### src/rtl/uart_pkg.sv
// Shared definitions for the UART receive path: defaults, stat widths,
// FIFO entry layout and the bridge hold-register state encoding.
package uart_pkg;

  localparam int DATA_BITS_DEF = 8;
  localparam int STAT_W        = 16;

  // FIFO entry is {tuser, last, data}; offsets are counted from bit DATA_BITS.
  localparam int ENT_LAST_OFS  = 0;
  localparam int ENT_TUSER_OFS = 1;
  localparam int ENT_EXTRA     = 2;

  typedef enum logic {
    ST_EMPTY = 1'b0,
    ST_HOLD  = 1'b1
  } rx_state_t;

  function automatic logic [STAT_W-1:0] sat_inc(input logic [STAT_W-1:0] v);
    return (v == {STAT_W{1'b1}}) ? v : v + 1'b1;
  endfunction

endpackage

### src/rtl/sync_fifo.sv
// First-word-fall-through synchronous FIFO; head is visible the cycle after its push.
// A push into a full FIFO is accepted only when a pop happens in the same cycle.
module sync_fifo #(
  parameter int WIDTH = 10,
  parameter int DEPTH = 16
) (
  input  logic                     clk,
  input  logic                     rst,
  input  logic                     push,
  input  logic [WIDTH-1:0]         push_data,
  input  logic                     pop,
  output logic [WIDTH-1:0]         pop_data,
  output logic                     push_ok,
  output logic                     full,
  output logic                     empty,
  output logic [$clog2(DEPTH):0]   count
);

  localparam int AW = $clog2(DEPTH);

  logic [WIDTH-1:0] mem [DEPTH];
  logic [AW-1:0]    wr_ptr;
  logic [AW-1:0]    rd_ptr;
  logic             do_push;
  logic             do_pop;

  assign empty    = (count == '0);
  assign full     = (count == (AW+1)'(DEPTH));
  assign do_pop   = pop && !empty;
  assign do_push  = push && (!full || do_pop);
  assign push_ok  = do_push;
  assign pop_data = mem[rd_ptr];

  always_ff @(posedge clk or posedge rst) begin
    if (rst) begin
      wr_ptr <= '0;
      rd_ptr <= '0;
      count  <= '0;
    end else begin
      if (do_push) wr_ptr <= wr_ptr + 1'b1;
      if (do_pop)  rd_ptr <= rd_ptr + 1'b1;
      case ({do_push, do_pop})
        2'b10:   count <= count + 1'b1;
        2'b01:   count <= count - 1'b1;
        default: count <= count;
      endcase
    end
  end

  // When full, a push alongside a pop overwrites the departing head slot.
  always_ff @(posedge clk) begin
    if (do_push) mem[wr_ptr] <= push_data;
  end

endmodule

### src/rtl/uart_rx_axis_bridge.sv
// Turns receiver byte pulses into an AXI4-Stream, holding one byte back so the
// packet end (tlast) can be marked when the line goes idle; keeps error stats.
module uart_rx_axis_bridge
  import uart_pkg::*;
#(
  parameter int DATA_BITS       = DATA_BITS_DEF,
  parameter int FIFO_DEPTH      = 16,
  parameter int IDLE_TIMEOUT    = 1000,
  parameter int DROP_PARITY_ERR = 1
) (
  input  logic                          clk,
  input  logic                          rst,
  input  logic [DATA_BITS-1:0]          rx_data,
  input  logic                          rx_valid,
  input  logic                          parity_error,
  output logic [DATA_BITS-1:0]          m_axis_tdata,
  output logic                          m_axis_tvalid,
  input  logic                          m_axis_tready,
  output logic                          m_axis_tlast,
  output logic                          m_axis_tuser,
  input  logic                          clr_stats,
  output logic [$clog2(FIFO_DEPTH):0]   fifo_count,
  output logic                          overflow,
  output logic [STAT_W-1:0]             overflow_cnt,
  output logic [STAT_W-1:0]             parity_err_cnt
);

  localparam int EW = DATA_BITS + ENT_EXTRA;
  localparam int TW = $clog2(IDLE_TIMEOUT);
  localparam logic [TW-1:0] TIMER_LAST = TW'(IDLE_TIMEOUT - 1);

  rx_state_t            state, state_nxt;
  logic [DATA_BITS-1:0] hold_data;
  logic                 hold_user;
  logic [TW-1:0]        timer;

  logic ev, ev_user;
  logic capture, timer_clr, timer_inc;
  logic push, push_last, push_ok, pop;
  logic fifo_full, fifo_empty;
  logic [EW-1:0] push_ent, head_ent;

  // With dropping enabled a parity failure suppresses the byte even if rx_valid is also high.
  assign ev      = (DROP_PARITY_ERR != 0) ? (rx_valid && !parity_error)
                                          : (rx_valid || parity_error);
  assign ev_user = (DROP_PARITY_ERR == 0) && parity_error;

  always_ff @(posedge clk or posedge rst) begin
    if (rst) state <= ST_EMPTY;
    else     state <= state_nxt;
  end

  always_comb begin
    state_nxt = state;
    capture   = 1'b0;
    timer_clr = 1'b0;
    timer_inc = 1'b0;
    push      = 1'b0;
    push_last = 1'b0;
    case (state)
      ST_EMPTY: begin
        if (ev) begin
          capture   = 1'b1;
          timer_clr = 1'b1;
          state_nxt = ST_HOLD;
        end
      end
      ST_HOLD: begin
        if (ev) begin
          push      = 1'b1;
          capture   = 1'b1;
          timer_clr = 1'b1;
        end else if (timer == TIMER_LAST) begin
          push      = 1'b1;
          push_last = 1'b1;
          state_nxt = ST_EMPTY;
        end else begin
          timer_inc = 1'b1;
        end
      end
      default: state_nxt = ST_EMPTY;
    endcase
  end

  always_ff @(posedge clk or posedge rst) begin
    if (rst) begin
      hold_data <= '0;
      hold_user <= 1'b0;
      timer     <= '0;
    end else begin
      if (capture) begin
        hold_data <= rx_data;
        hold_user <= ev_user;
      end
      if (timer_clr)      timer <= '0;
      else if (timer_inc) timer <= timer + 1'b1;
    end
  end

  always_comb begin
    push_ent                             = '0;
    push_ent[DATA_BITS-1:0]              = hold_data;
    push_ent[DATA_BITS + ENT_LAST_OFS]   = push_last;
    push_ent[DATA_BITS + ENT_TUSER_OFS]  = hold_user;
  end

  assign pop = m_axis_tvalid && m_axis_tready;

  sync_fifo #(
    .WIDTH (EW),
    .DEPTH (FIFO_DEPTH)
  ) u_fifo (
    .clk       (clk),
    .rst       (rst),
    .push      (push),
    .push_data (push_ent),
    .pop       (pop),
    .pop_data  (head_ent),
    .push_ok   (push_ok),
    .full      (fifo_full),
    .empty     (fifo_empty),
    .count     (fifo_count)
  );

  // Head storage is unreset, so stream fields are forced to zero while empty.
  assign m_axis_tvalid = !fifo_empty;
  assign m_axis_tdata  = fifo_empty ? '0   : head_ent[DATA_BITS-1:0];
  assign m_axis_tlast  = fifo_empty ? 1'b0 : head_ent[DATA_BITS + ENT_LAST_OFS];
  assign m_axis_tuser  = fifo_empty ? 1'b0 : head_ent[DATA_BITS + ENT_TUSER_OFS];

  always_ff @(posedge clk or posedge rst) begin
    if (rst) begin
      overflow       <= 1'b0;
      overflow_cnt   <= '0;
      parity_err_cnt <= '0;
    end else if (clr_stats) begin
      overflow       <= 1'b0;
      overflow_cnt   <= '0;
      parity_err_cnt <= '0;
    end else begin
      if (push && !push_ok) begin
        overflow     <= 1'b1;
        overflow_cnt <= sat_inc(overflow_cnt);
      end
      if (parity_error) parity_err_cnt <= sat_inc(parity_err_cnt);
    end
  end

  logic unused_full;
  assign unused_full = fifo_full;

endmodule

### config.mk
export PLATFORM = sky130hd
export DESIGN_NAME = uart_rx_axis_bridge
export DESIGN_NICKNAME = d
export VERILOG_FILES = /design/src/rtl/uart_pkg.sv /design/src/rtl/sync_fifo.sv /design/src/rtl/uart_rx_axis_bridge.sv
export SDC_FILE = /design/constraint.sdc
export NUM_CORES = 1
export LEC_CHECK = 0
export BUFFER_PORTS_ARGS = -buffer_cell sky130_fd_sc_hd__buf_4
export CAP_MARGIN = 20
export CORE_ASPECT_RATIO = 1.75
export CORE_MARGIN = 3
export CORE_UTILIZATION = 50
export DETAILED_ROUTE_END_ITERATION = 10
export GPL_ROUTABILITY_DRIVEN = 0
export GPL_TIMING_DRIVEN = 0
export PLACE_DENSITY = 0.68
export SLEW_MARGIN = 20
export SYNTH_ARGS = -nofsm -noshare
export SYNTH_HDL_FRONTEND = slang
export SYNTH_SLANG_ARGS = --single-unit
export TNS_END_PERCENT = 10
### constraint.sdc
create_clock -name clk -period 6.3 [get_ports clk]
set_input_delay 0.63 -clock clk [delete_from_list [all_inputs] [get_ports clk]]
set_output_delay 0.63 -clock clk [all_outputs]
set_load 0.05 [all_outputs]
# == Word-level counts from Yosys, hierarchy flattened ==
# Memories as Yosys holds them, arrays and structs flattened.
# Cells that the tools add are included.
# word_totals
regBits,65
input_bits,14
wordCells,70
n_memories,1
ram_bits,144
# classes
n_reduce_logical,17
mux,27
n_eq_ne,8
addsub,7
bitwise,1
# memory_table
name,words,width,read_ports,rd_ports_with_merged_regs,wr,line_no,rtl
u_fifo.mem,16,9,1,0,1,sync_fifo.sv:21,logic [WIDTH-1:0] mem [DEPTH];
# ops
cell,n
$mux 16,6
$add 16x1->16 const B,2
$eq 16x16->1 const B,2
$mux 10,2
$mux 1,16
$add 10x1->10 const B,1
$eq 10x10->1 const B,1
$pmux 5 s2,1
$add 4x1->4 const B,2
$mux 8,1
$reduce_bool 2->1,4
$add 5x1->5 const B,1
$eq 5x5->1 const B,1
$logic_and 1x1->1,5
$logic_not 5->1,1
$sub 5x1->5 const B,1
$logic_not 1->1,4
$ne 2x2->1 const B,2
$reduce_and 2->1,2
$eq 2x1->1 const B,1
$eq 2x2->1 const B,1
$pmux 1 s2,1
$logic_or 1x1->1,1
$not 1->1,1

# == Longest topological paths before layout ==
# Gate-level depths: netlist of the first run.
# logic_depth
ltp_word,10
mapped_depth,11
ltp_nobuf,11

# == Cells and area by module ==
# A second synthesis of the first run with hierarchy kept.
# hier_totals
hier_cells,648
area_unflattened_um2,9721.8
# by_module_without_submodules
mod,area_per_inst_um2,n_inst,cells_each
sync_fifo,6947.9,1,346
uart_rx_axis_bridge,2773.9,1,302

# == Worst setup path after synthesis of the first run ==
# Ideal clock, no wire load.
# synth_timing
kind,input port to flip-flop
startpoint,in rx_valid
endpoint,"mem u_fifo.mem[0][0] in the netlist's numbering, enable pin"
t_arrival_ps,2856
path_slack_ps,3045
cell_stages,6
path_buffers,2
cell_sequence,nor2b_1 -> clkbuf_1 -> a31oi_1 -> nor3_1 -> clkbuf_1 -> nor4bb_1
# synth_via
elab_chain_len,6
# synth_rtl
item,line_no,rtl
"start, declared",uart_rx_axis_bridge.sv:14,"input logic rx_valid,"
$logic_and 1x1->1,uart_rx_axis_bridge.sv:44,assign ev = (DROP_PARITY_ERR != 0) ? (rx_valid && !parity_error)
$mux 1,uart_rx_axis_bridge.sv:69,if (ev) begin
$mux 1,uart_rx_axis_bridge.sv:60,case (state)
$logic_and 1x1->1,sync_fifo.sv:30,assign do_push = push && (!full || do_pop);
$mux 1,sync_fifo.sv:52,if (do_push) mem[wr_ptr] <= push_data;
$mux 1 (not written as such),sync_fifo.sv:52,
"end, declared",sync_fifo.sv:21,
# No other way between the ends.

# == Final worst setup path of the first run ==
# layout_timing
startpoint,reg u_fifo.rd_ptr[1]
endpoint,out m_axis_tlast
# layout_via
elab_chain_len,2
# layout_rtl
item,line_no,rtl
"start, declared",sync_fifo.sv:23,logic [AW-1:0] rd_ptr;
"start signal, assigned",sync_fifo.sv:41,if (do_pop) rd_ptr <= rd_ptr + 1'b1;
$mem_v2 16x9,-,
$mux 1,uart_rx_axis_bridge.sv:128,assign m_axis_tlast = fifo_empty ? 1'b0 : head_ent[DATA_BITS + ENT_LAST_OFS];
"end, declared",uart_rx_axis_bridge.sv:19,"output logic m_axis_tlast,"
# No other way between the ends.

==> results.sh, run 1 <==
export IMPL_vias_per_cell=5.771
export IMPL_internal_power_mw=2.759
export IMPL_yosys_area_top_type="edfxtp_1"
export IMPL_sequentialPowerShare=0.413
export IMPL_cells_after_synthesis=574
export IMPL_post_route_worst_setup_slack_ns=2.455
export IMPL_clock_sinks=209
export IMPL_n_antenna_cell=0
export IMPL_total_non_filler_cell_area_in_the_finished_layout_um2=10380
export IMPL_slowest_stage="clkbuf_1"
export IMPL_clkSlewWorstSetupHoldPaths_ns=0.06
export IMPL_wl_met2_um=10800
export IMPL_wl_met1_um=6978
export IMPL_reg2reg_from="timer[0]$_DFFE_PP0P_"
export IMPL_startpoint_of_the_most_critical_setup_path="u_fifo.rd_ptr[1]$_DFFE_PP0P_"
export IMPL_drive_gt1_frac=0.2377
export IMPL_boundaryPins=63
export IMPL_timing_max_transition_violations_final=0
export IMPL_path_max_fanout=10
export IMPL_nets=683
export IMPL_via_count=5194
export IMPL_met3WireLength_um=624
export IMPL_rsz0062_at_grt="no"
export IMPL_combinationalPowerShare=0.328
export IMPL_cts_hold_buffers_added=0
export IMPL_floorplan_die_width_um=107.1
export IMPL_timing_final_crit_share=0.6102
export IMPL_maximum_number_of_pins_on_one_net_before_global_route_repair=46
export IMPL_fillerInstances=1316
export IMPL_post_cts_repair_setup_buffers=0
export IMPL_antenna_found_initial=0
export IMPL_place_port_buffers=60
export IMPL_syn_nets=600
export IMPL_worst_voltage_drop_across_the_vdd_grid_mv=0.5850
export IMPL_postSynth_topFlopCell="edfxtp_1"
export IMPL_syn_area_per_cell_um2=15.57
export IMPL_powerDensity_nw_per_um2=398.6
export IMPL_maximum_clock_frequency_mhz=260.1
export IMPL_initial_utilization=0.5098
export IMPL_synth_warning_count=0
export IMPL_wire_length_per_cell_um=21.11
export IMPL_cts_tree="done"
export IMPL_cts_max_path_buffers=3
export IMPL_yosys_register_bits=209
export IMPL_worst_setup_path_type="reg -> out"
export IMPL_tightest_slew_ns=0.9475
export IMPL_critical_path_cell_chain="clkbuf_1, clkbuf_1, mux4_2, mux4_2, nor2b_1, buf_4"
export IMPL_drtAntennaViolNets=0
export IMPL_synth_cell_area_um2=8940
export IMPL_timing_final_crit_period_ns=3.845
export IMPL_max_cap_violations=0
export IMPL_end_kind="output pin"
export IMPL_hpwl_detailed_um=13560
export IMPL_post_cts_repair_resize_count=0
export IMPL_clock_tree_root_cell="clkbuf_16"
export IMPL_power_switching_share=0.3332
export IMPL_chipHeight_um=182.9
export IMPL_r2r_slack_ns=3.08
export IMPL_drcViolationCount=0
export IMPL_worst_hold_path_type="in -> async"
export IMPL_final_cells=900
export IMPL_net_switching_power_mw=1.378
export IMPL_synth_edf_count=144
export IMPL_status="completed"
export IMPL_clock_latency_ns=0.48
export IMPL_final_setup_tns_ns=0
export IMPL_finalSetupViolations=0
export IMPL_preCtsSetupSlack_ns=2.659
export IMPL_total_leakage_power_nw=3.794
export IMPL_ys_async_sr_fraction=0.3110
export IMPL_timing_critical_path_arrival_ns=3.21
export IMPL_grt_remaining_overflow=0
export IMPL_total_power_mw=4.137
export IMPL_cp_required_ns=5.67
export IMPL_rows=64
export IMPL_power_share_clock=0.259
export IMPL_placeableCoreArea_um2=17540
export IMPL_max_stage_delay_ns=0.55
export IMPL_grt_first_pass_wirelength_um=29900
export IMPL_number_of_hold_slack_violations_in_the_final_timing_report=0
export IMPL_initialDrtViolationCount=296
export IMPL_wl_um=19000
export IMPL_h_tree_levels=1
export IMPL_track_usage=0.1989
export IMPL_synth_lib_cells_used_distinct=48
export IMPL_fp_dieArea_um2=19580
export IMPL_finalClockSkew_ns=0.01249
export IMPL_area_growth_pct=16.08
export IMPL_synth_seq_area_share=0.6656
export IMPL_worstSetupStartpointType="flip-flop"
export IMPL_slew_headroom=0.3630
export IMPL_dp_cells=867
export IMPL_netlist_area_leader_share=0.4837
export IMPL_dpl_instance_area_um2=9802
export IMPL_synth_top_cells_by_area="edfxtp_1 48%, dfrtp_1 18%, mux4_2 11%, nand2_1 2.0%, ha_1 1.5%"
export IMPL_highest_layer="met4"
export IMPL_grt_pass1_vias=5456
export IMPL_cts_buffer_count=19
export IMPL_dr_pass1_iters=4
-- cell usage after synthesis, types with 5 or more instances --
library cell    n
o21ai_0         8
dfrtp_1        65
nand3_1        14
ha_1           11
mux4_2         45
clkbuf_1       18
nand2_1        47
a21oi_1        17
or3_1           5
inv_1          11
nor3_1          5
nor2b_1        15
xnor2_1        14
or4_1           9
o211ai_1        6
xor2_1         15
nand4_1        11
and3_1          9
nor2_1         29
and2_1          5
and4_1         10
o31ai_1        11
edfxtp_1      144
-- power by group through the flow --
| stage | combinational (mW) | sequential (mW) | clock [mW] |
|---|---|---|---|
| 3_3_place_gp | 1.32 | 1.72 | 0 |
| 2_1_floorplan | 0.930 | 1.76 | 0 |
| 6_report | 1.36 | 1.71 | 1.07 |
| 3_5_place_dp | 1.38 | 1.74 | 0 |
| 5_1_grt | 1.44 | 1.73 | 1.15 |
| 4_1_cts | 1.38 | 1.71 | 1.10 |
-- layout make-up --
cell class,count,area [um^2],area share
inverter,11,43.79,0.004220
clock inverter,9,61.31,0.005908
clock buffer,24,514.2,0.04955
buffer,26,106.4,0.01025
tap,231,289.0,0.02785
sequential,209,5951,0.5734
timing repair buffer,62,485.5,0.04678
multi-input combinational,328,2927,0.2820
-- state kept, by name (all words and copies together) (netlist names), 4 cells and up --
name            count
hold_data           8
overflow_cnt       16
parity_err_cnt     16
timer              10
u_fifo.count        5
u_fifo.mem        144
u_fifo.rd_ptr       4
u_fifo.wr_ptr       4
-- metal layers --
layer | GRT usage | vias up
met5 | 0 | -
met3 | 0.02783 | 29
met1 | 0.2231 | 2669
met4 | 0.07015 | 0
li1 | - | 2383
met2 | 0.3787 | 113
-- cell families (layout without fill, tap and decap cells) --
group	count (synthesis)	after routing	share of synthesized area
AOI/OAI and AO/OA	55	55	0.03877
xor gates and xnor gates	29	29	0.02841
adders and majority gates	12	12	0.01763
buffers and inverters	37	132	0.01651
DFF	209	209	0.6656
muxes	53	53	0.1229
other	1	1	0.0004195
and+or+nand+nor	178	178	0.1097
-- placed cells by master, fill, tap and decap left out, types with 5 or more instances in the layout --
cell type / instances
edfxtp_1: 144
dfrtp_1: 65
buf_4: 62
nand2_1: 47
mux4_2: 45
nor2_1: 29
clkbuf_1: 21
clkbuf_16: 19
a21oi_1: 17
nor2b_1: 15
xor2_1: 15
nand3_1: 14
xnor2_1: 14
nand4_1: 11
o31ai_1: 11
ha_1: 11
and4_1: 10
inv_1: 10
and3_1: 9
or4_1: 9
o21ai_0: 8
o211ai_1: 6
nor3b_2: 5
and2_1: 5
or3_1: 5
-- stage by stage --
step / utilization / hold slack (ns)
2_1_floorplan: - / 0.4980
3_3_place_gp: 0.5519 / 0.5070
3_5_place_dp: 0.5589 / 0.5141
4_1_cts: 0.5918 / 0.1065
5_1_grt: 0.5918 / 0.1208
6_report: 0.5918 / 0.1143
-- critical path: cells and delay by family, from the launching register on --
| kind | cells | cell delay (ns) |
|---|---|---|
| buf+inv | 3 | 1.25 |
| mux | 2 | 0.94 |
| flops | 1 | 0.39 |
| simple gates | 1 | 0.14 |
-- path summary, 6_finish.rpt --
kind	depth (start not counted)	end
worst min-delay path	2	parity_err_cnt[1]$_DFFE_PP0P_
max in group asynchronous	3	overflow_cnt[7]$_DFFE_PP0P_
min in group clk	3	hold_data[0]$_DFFE_PP0N_
worst max-delay path	6	m_axis_tlast
worst max register to register	6	u_fifo.mem[3][7]$_DFFE_PP_
worst min register to register	2	overflow$_DFFE_PP0P_
(Power assumes the default switching activity.)
==> run 2: changes to the inputs <==
ABC_AREA = 1   (was not set)
PLACE_DENSITY = 0.7   (was 0.68)
clock period = 3.2 ns   (was 6.3 ns; I/O delays follow)
==> results.sh, run 2 <==
export IMPL_boundaryPins=63
export IMPL_post_synth_top_count_cell="nand2_1"
export IMPL_maximum_number_of_pins_on_one_net_before_global_route_repair=54
export IMPL_timing_max_transition_violations_final=0
export IMPL_max_cap_violations=0
export IMPL_groute_layer_met3_usage=0.02699
export IMPL_total_power_mw=8.715
export IMPL_maximum_clock_frequency_mhz=344.2
export IMPL_worstSetupStartpointType="flip-flop"
export IMPL_regs_by_ff_count="u_fifo.mem (144), overflow_cnt (16), parity_err_cnt (16)"
export IMPL_final_setup_tns_ns=0
export IMPL_timing_final_crit_period_ns=2.905
export IMPL_netlist_area_leader_share=0.4530
export IMPL_drive_gt1_frac=0.1173
export IMPL_track_usage=0.2303
export IMPL_cts_tree="done"
export IMPL_floorplan_die_width_um=110.4
export IMPL_worst_voltage_drop_across_the_vdd_grid_mv=0.6885
export IMPL_dp_cells=1278
export IMPL_dr_pass1_iters=5
export IMPL_fp_dieArea_um2=20850
export IMPL_finalSetupViolations=0
export IMPL_timing_critical_path_arrival_ns=2.59
export IMPL_internal_power_mw=5.227
export IMPL_number_of_hold_slack_violations_in_the_final_timing_report=0
export IMPL_power_switching_share=0.4002
export IMPL_total_non_filler_cell_area_in_the_finished_layout_um2=10940
export IMPL_initial_utilization=0.5115
export IMPL_powerDensity_nw_per_um2=796.7
export IMPL_post_cts_repair_setup_buffers=0
export IMPL_syn_area_per_cell_um2=9.770
export IMPL_combinationalPowerShare=0.371
export IMPL_rsz0062_at_grt="no"
export IMPL_clock_sinks=209
export IMPL_fillerInstances=1635
export IMPL_yosys_register_bits=209
export IMPL_net_switching_power_mw=3.487
export IMPL_path_max_fanout=10
export IMPL_placeableCoreArea_um2=18660
export IMPL_multiInputGateArea_um2=3226
export IMPL_cp_required_ns=2.88
export IMPL_clock_tree_root_cell="clkbuf_16"
export IMPL_met1_usage=0.2450
export IMPL_n_antenna_cell=0
export IMPL_initialDrtViolationCount=465
export IMPL_worst_hold_path_type="in -> reg"
export IMPL_dpl_instance_area_um2=10350
export IMPL_grt_remaining_overflow=0
export IMPL_chipHeight_um=188.8
export IMPL_synth_edf_count=144
export IMPL_slew_headroom=0.2975
export IMPL_synth_warning_count=0
export IMPL_cells_after_synthesis=977
export IMPL_grt_first_pass_wirelength_um=37800
export IMPL_h_tree_levels=1
export IMPL_flip_flop_and_latch_area_um2=5951
export IMPL_vias_per_cell=5.556
export IMPL_nets=1088
export IMPL_tightest_slew_ns=1.050
export IMPL_drtAntennaViolNets=0
export IMPL_synth_common_cells="328 x nand2_1, 144 x edfxtp_1, 114 x nand3_1, 79 x nor2_1, 65 x dfrtp_1"
export IMPL_post_route_worst_setup_slack_ns=0.2948
export IMPL_place_port_buffers=61
export IMPL_grt_most_used_layer="met2"
export IMPL_cts_max_path_buffers=3
export IMPL_clock_latency_ns=0.48
export IMPL_power_share_clock=0.249
export IMPL_grtUsageMet2=0.4315
export IMPL_fin_hold_ws_ns=0.03802
export IMPL_total_leakage_power_nw=4.548
export IMPL_top_register="u_fifo.mem"
export IMPL_hpwl_detailed_um=16690
export IMPL_wl_um=24140
export IMPL_antenna_found_initial=0
export IMPL_sequentialPowerShare=0.380
export IMPL_finalClockSkew_ns=0.009805
export IMPL_area_growth_pct=14.59
export IMPL_status="completed"
export IMPL_synth_seq_area_share=0.6234
export IMPL_drcViolationCount=0
export IMPL_yosys_area_top_type="edfxtp_1"
export IMPL_layout_cells_most_common="nand2_1"
export IMPL_grt_pass1_vias=7152
export IMPL_synth_top_cells_by_area="edfxtp_1 45%, dfrtp_1 17%, nand2_1 13%, nand3_1 6.0%, nor2_1 3.1%"
export IMPL_largest_reg_flops=144
export IMPL_synth_lib_cells_used_distinct=35
export IMPL_clkSlewWorstSetupHoldPaths_ns=0.07
export IMPL_fin_util=0.5861
export IMPL_cts_buffer_count=19
export IMPL_wire_length_per_cell_um=18.40
export IMPL_synth_cell_area_um2=9545
export IMPL_postSynth_topFlopCell="edfxtp_1"
export IMPL_rows=66
export IMPL_syn_nets=1003
export IMPL_end_kind="output pin"
export IMPL_final_cells=1312
export IMPL_timing_final_crit_share=0.9079
export IMPL_worst_setup_path_type="reg -> out"
export IMPL_ys_async_sr_fraction=0.3110
export IMPL_preCtsSetupSlack_ns=0.5076
export IMPL_via_count=7289
export IMPL_layout_common_cells="328 x nand2_1, 144 x edfxtp_1, 114 x nand3_1"
-- run 2: cell types whose count changed in the layout (fill, tap and decap cells not counted), sizes merged, moves of 22 or more --
cell,previous run,this run
inv,12,48
o21ai,10,32
nand3,14,116
nand2,47,332
nor2,29,80
mux4,45,0
-- run 2: critical path, stage by stage, from the launching register on --
cell and delay (ns):
dfrtp_1 0.40, inv_2 0.16, clkbuf_1 0.47, nand2_1 0.10
nand3_1 0.13, nand2_1 0.14, a21oi_1 0.18, o31ai_1 0.09
a21oi_1 0.20, buf_4 0.24
-- run 2: cell type report --
type / instances / share of cell area
sequential: 209 / 0.5440
multi-input combinational: 681 / 0.2949
clock buffer: 29 / 0.04873
timing repair buffer: 64 / 0.04633
tap: 238 / 0.02722
inverter: 50 / 0.01739
buffer: 37 / 0.01704
clock inverter: 4 / 0.004347
-- run 2: worst paths after layout --
check	startpoint	to	slack (ns)	depth (start not counted)
max	u_fifo.rd_ptr[0]$_DFFE_PP0P_	m_axis_tdata[2]	0.29	9
min reg2reg	u_fifo.count[4]$_DFFE_PP0P_	u_fifo.count[4]$_DFFE_PP0P_	0.53	2
max reg2reg	timer[0]$_DFFE_PP0P_	u_fifo.mem[6][4]$_DFFE_PP_	0.50	9
max in group asynchronous	rst	u_fifo.wr_ptr[2]$_DFFE_PP0P_	2.36	4
min in group asynchronous	rst	hold_data[3]$_DFFE_PP0N_	0.32	3
min	rx_data[3]	hold_data[3]$_DFFE_PP0N_	0.04	3
-- run 2: cells by family (layout without fill, tap and decap cells) --
group | count (synthesis) | after routing | synth area share
flip-flops | 209 | 209 | 0.6234
AO/OA/AOI/OAI | 77 | 77 | 0.04443
XOR/XNOR | 27 | 27 | 0.02477
buffers and inverters | 87 | 184 | 0.03919
adder cells (fa/ha/maj) | 12 | 12 | 0.01652
AND/OR/NAND/NOR | 564 | 564 | 0.2513
other | 1 | 1 | 0.0003929
-- run 2: repair_timing --
| action | CTS | global route |
|---|---|---|
| hold endpoints to repair | 12 | 0 |
| hold buffers | 1 | 0 |
| resized for setup | 0 | 0 |
-- run 2: routing by layer --
layer  part of all wire  routed length, um
met1               0.35               8334
met2               0.54              12970
met4              0.062               1489
met3              0.056               1344
met5                  0                  0
-- run 2: power groups by stage --
stage	Clock (mW)	Sequential [mW]	Combinational, mW
2_1_floorplan	0	3.41	2.06
3_3_place_gp	0	3.36	3.15
3_5_place_dp	0	3.36	3.23
4_1_cts	2.19	3.31	3.23
5_1_grt	2.29	3.34	3.55
6_report	2.17	3.31	3.23
